===== config.mk =====
export PLATFORM = sky130hd
export DESIGN_NAME = alu_operand_sequencer
export DESIGN_NICKNAME = d
export VERILOG_FILES = /design/src/rtl/alu_operand_sequencer.sv
export SDC_FILE = /design/constraint.sdc
export NUM_CORES = 1
export LEC_CHECK = 0
export BUFFER_PORTS_ARGS = -buffer_cell sky130_fd_sc_hd__buf_4
export CAP_MARGIN = 20
export CORE_ASPECT_RATIO = 1.4
export CORE_UTILIZATION = 50
export CTS_CLUSTER_DIAMETER = 40
export DETAILED_ROUTE_END_ITERATION = 8
export PLACE_DENSITY = 0.83
export SLEW_MARGIN = 5
export SYNTH_ARGS = -nofsm -noshare
export SYNTH_HDL_FRONTEND = slang
export SYNTH_SLANG_ARGS = --single-unit
export TNS_END_PERCENT = 10

===== constraint.sdc =====
create_clock -name clk -period 2.8 [get_ports clk]
set_input_delay 0.28 -clock clk [delete_from_list [all_inputs] [get_ports clk]]
set_output_delay 0.28 -clock clk [all_outputs]
set_load 0.05 [all_outputs]

===== src/rtl/alu_operand_sequencer.sv =====
// Sequential front end for the N-bit ALU: loads A, B and opcode under a "next"
// button, runs the ALU for one cycle, then holds its result and flags for display.
module alu_operand_sequencer #(
  parameter int N                  = 4,
  parameter int OP_W               = 3,
  parameter logic [OP_W-1:0] OP_ADD = '0
) (
  input  logic              clk,
  input  logic              rst_n,
  input  logic [N-1:0]      data_in,
  input  logic [OP_W-1:0]   op_in,
  input  logic              btn_next,
  input  logic              btn_clr,
  input  logic [N-1:0]      alu_out,
  input  logic [2*N-1:0]    alu_mult,
  input  logic              alu_z,
  input  logic              alu_nf,
  input  logic              alu_v,
  input  logic              alu_cout,
  output logic [N-1:0]      A,
  output logic [N-1:0]      B,
  output logic [OP_W-1:0]   op,
  output logic              cin,
  output logic [N-1:0]      res_q,
  output logic [2*N-1:0]    mult_q,
  output logic [3:0]        flags_q,
  output logic              res_valid,
  output logic [2:0]        state_q
);

  typedef enum logic [2:0] {
    LOAD_A  = 3'd0,
    LOAD_B  = 3'd1,
    LOAD_OP = 3'd2,
    EXEC    = 3'd3,
    SHOW    = 3'd4
  } state_t;

  state_t state, state_d;
  logic   btn_d;
  logic   next_ev;
  logic   ld_a, ld_b, ld_op, latch, drop_valid;

  assign next_ev = btn_next & ~btn_d;
  assign cin     = 1'b0;
  assign state_q = state;

  always_ff @(posedge clk or negedge rst_n) begin
    if (!rst_n) state <= LOAD_A;
    else        state <= state_d;
  end

  always_comb begin
    state_d    = state;
    ld_a       = 1'b0;
    ld_b       = 1'b0;
    ld_op      = 1'b0;
    latch      = 1'b0;
    drop_valid = 1'b0;
    if (btn_clr) begin
      state_d = LOAD_A;
    end else begin
      case (state)
        LOAD_A:  if (next_ev) begin ld_a  = 1'b1; state_d = LOAD_B;  end
        LOAD_B:  if (next_ev) begin ld_b  = 1'b1; state_d = LOAD_OP; end
        LOAD_OP: if (next_ev) begin ld_op = 1'b1; state_d = EXEC;    end
        EXEC:    begin latch = 1'b1; state_d = SHOW; end
        SHOW:    if (next_ev) begin drop_valid = 1'b1; state_d = LOAD_A; end
        default: state_d = LOAD_A;
      endcase
    end
  end

  // btn_d resets high so a button held across reset release gives no event.
  always_ff @(posedge clk or negedge rst_n) begin
    if (!rst_n) begin
      btn_d     <= 1'b1;
      A         <= '0;
      B         <= '0;
      op        <= OP_ADD;
      res_q     <= '0;
      mult_q    <= '0;
      flags_q   <= '0;
      res_valid <= 1'b0;
    end else begin
      btn_d <= btn_next;
      if (btn_clr) begin
        A         <= '0;
        B         <= '0;
        op        <= OP_ADD;
        res_q     <= '0;
        mult_q    <= '0;
        flags_q   <= '0;
        res_valid <= 1'b0;
      end else begin
        if (ld_a)  A  <= data_in;
        if (ld_b)  B  <= data_in;
        if (ld_op) op <= op_in;
        if (latch) begin
          res_q     <= alu_out;
          mult_q    <= alu_mult;
          flags_q   <= {alu_z, alu_nf, alu_v, alu_cout};
          res_valid <= 1'b1;
        end
        if (drop_valid) res_valid <= 1'b0;
      end
    end
  end

endmodule

==> results.yml <==
run_status:
  run_status: "finished clean"
route:
  viasPerCell: 5.254
  drc: 0
  totalWireLength_mm: 2.991
  wl_per_cell_um: 14.88
  detail_route.iter0.violations: 22
  via_count: 1056
  drt_pass_1_iters: 4
  antenna_violating_nets_post_route: 0
floorplanning:
  die_h_um: 64.59
  die_width_um: 46.70
  num_rows: 22
  floorplan.initialDensity: 0.5294
  core_region_area_sq_um: 2643
  total_die_area_sq_um: 3016
  top_level_ports: 59
timing:
  finalWorstSetupSlack_ns: 1.282
  max_freq_mhz: 658.6
  timing.final.setup_violations: 0
  slew_headroom: 0.5883
  final_max_slew_viol_count: 0
  worst_slew_pin_slew_ns: 0.6168
  final.min_clock_period_ns: 1.518
  timing.final.hold_violations: 0
  setup_tns_after_final_layout_ns: 0
  period_share: 0.5422
  rsz0062_at_grt: "no"
  finalClockSkew_ns: 0.008419
clock_network:
  clk_slew_on_worst_s_h_paths_ns: 0.09
  cts_setup_buffers: 0
  cts.sinks: 32
  clock_tree.htree_level_count: 2
  cts_tree: "yes"
  clock_path_buffers: 2
  cell_chosen_for_the_clock_root: "sky130_fd_sc_hd__clkbuf_4"
  insertion_delay_ns: 0.34
  tritoncts_buffers: 5
finish:
  finalNetCount: 191
  layout-drive-gt1-share: 0.4303
  layout_common_cells: "sky130_fd_sc_hd__buf_4, sky130_fd_sc_hd__dfrtp_1, sky130_fd_sc_hd__nand2b_1, sky130_fd_sc_hd__a22o_1, sky130_fd_sc_hd__mux2i_1"
  area_grow_syn2layout_pct: 34.53
  most_common_library_cell_in_the_layout_ignoring_fill_and_taps: "sky130_fd_sc_hd__buf_4"
  n_antenna_cell: 0
place:
  place_congestion: 0.8081
  numPortBuffers: 57
  post-dp-hpwl_mm: 2.171
  place_worst_setup_slack_ns: 1.285
synthesis:
  synth-seq-cells: 32
  synth.yosys.warnings: 0
  synth.cell_area_sq_um: 1399
  synth_sequential_area_ratio: 0.5733
  synthesis.nets: 134
  syn_inst: 107
  synth.avg_cell_area_sq_um: 13.07
  post-synth-top-area-fraction: 0.5546
  synth.distinct_cells: 25
  netlist_top_cells_area: "sky130_fd_sc_hd__dfrtp_1, sky130_fd_sc_hd__a22o_1, sky130_fd_sc_hd__nand2b_1"
  post-synth-top-area-cell: "sky130_fd_sc_hd__dfrtp_1"
setup_path:
  reg2reg_from: "state_q[2]"
  timing.critical_path.fanout_max: 16
  worst_r2r_path_depth: 3
  critPathLaunchType: "flip-flop"
  timing.critical_path.buf_inv: 0
  timing.critical_path.required_ns: 3.07
  path_delay_family: "simple AND/OR/NAND/NOR gates"
  crit_end_element: "flip-flop"
  critical_path.cell_chain: "nand3b_4 > nor2_2 > a22o_1"
  crit_cells: 3
  setup.reg_to_reg.worst_slack_ns: 1.28
  critical_path.endpoint: "mult_q[0]"
  arrival_ns: 1.79
  critical-path-slowest-cell: "sky130_fd_sc_hd__dfrtp_1"
  cpPeakStageDelay_ns: 0.51
  critical_path.reg2reg.endpoint: "mult_q[0]"
  path_class: "reg2reg"
  worstSetupStartpoint: "state_q[2]"
global_routing:
  grt-ovfl-total: 0
  grt_pass1_wl_mm: 4.857
  grt_start_max_net_pins: 33
  grt_total_usage: 0.2355
  grt_antenna_before_repair: 0
  via_count_of_the_first_global_routing_pass: 1072
job:
  drv_cap: 0
pwr:
  power.leakage_nw: 0.9897
  ir_drop_worst_vdd_mv: 0.2962
  cellPowerDensity_nw_per_um2: 460.6
min_path:
  hold_path_class: "in2reg"
==> flip-flops by register name, indices dropped and copies added, names as in the netlist <==
signal     count
state_q        3
flags_q        4
A              4
mult_q         8
res_q          4
op             3
B              4
btn_d          1
res_valid      1
==> routing by layer <==
layer  global-route usage  wire (um)  up-vias
li1                     -          -      485
met1               0.2669       1128      516
met2               0.3646       1551       46
met3              0.08914        208        9
met4               0.1357        102        0
met5                    0          0        -
==> cells in the mapped netlist <==
library cell	number
sky130_fd_sc_hd__a21oi_1	3
sky130_fd_sc_hd__a22o_1	16
sky130_fd_sc_hd__buf_2	2
sky130_fd_sc_hd__buf_4	1
sky130_fd_sc_hd__buf_6	3
sky130_fd_sc_hd__clkbuf_1	2
sky130_fd_sc_hd__conb_1	1
sky130_fd_sc_hd__dfrtp_1	31
sky130_fd_sc_hd__dfstp_2	1
sky130_fd_sc_hd__inv_1	1
sky130_fd_sc_hd__mux2_2	1
sky130_fd_sc_hd__mux2i_1	11
sky130_fd_sc_hd__nand2b_1	20
sky130_fd_sc_hd__nand2b_2	1
sky130_fd_sc_hd__nand3_1	1
sky130_fd_sc_hd__nand3b_4	1
sky130_fd_sc_hd__nand4bb_1	1
sky130_fd_sc_hd__nor2_1	1
sky130_fd_sc_hd__nor2_2	1
sky130_fd_sc_hd__nor2b_4	1
sky130_fd_sc_hd__nor3_1	3
sky130_fd_sc_hd__nor3_2	1
sky130_fd_sc_hd__nor4_4	1
sky130_fd_sc_hd__o21a_1	1
sky130_fd_sc_hd__or3_1	1
==> report_power, final <==
part           switching, W  total, W  internal, W
sequential       0.00000874  0.000479     0.000470
clock              0.000151  0.000275     0.000124
combinational     0.0000641  0.000113    0.0000492
total              0.000224  0.000867     0.000643
==> layout make-up <==
cell class,count,area (sq um)
clock buffers,8,58.81
fillers,231,760.7
inverters,1,3.754
multi-input cells,66,534.3
flip-flops and latches,32,802.0
well taps,36,45.04
repair buffers,58,437.9
==> metrics by stage <==
step	hold WS, ns	power, W	cells	instance area [sq um]	util
finish	0.06314	0.0008667	201	1882	0.7121
global route	0.03552	0.0009119	201	1882	0.7121
CTS	0.04062	0.0008782	201	1882	0.7121
detailed placement	0.2359	0.0006012	192	1813	0.6861
global placement	0.2324	0.0005975	192	1813	0.6861
floorplan	-0.01559	0.0005499	107	1399	-
==> cell families after synthesis <==
family / count (synthesis) / synth area share
DFF: 32 / 0.5733
buffers and inverters: 9 / 0.04472
and+or+nand+nor: 33 / 0.1762
other: 1 / 0.002681
AOI/OAI and AO/OA: 20 / 0.1163
muxes: 12 / 0.08676
==> timing repair <==
action                                  4_1_cts  5_1_grt
hold buffers                                  1        0
resized for setup                             0        0
endpoints found under the setup margin        0        0
hold endpoints to repair                     31        0
==> worst min-delay path by stage <==
stage	slack, ns	depth (start not counted)	endpoint	from
3_5_place_dp	0.24	1	res_valid	rst_n
2_1_floorplan	-0.02	0	A[0]	rst_n
3_3_place_gp	0.23	1	flags_q[2]	rst_n
6_report	0.06	1	btn_d	btn_next
5_1_grt	0.04	1	btn_d	btn_next
4_1_cts	0.04	1	btn_d	btn_next
No activity file was read; power rests on OpenSTA's default activity.
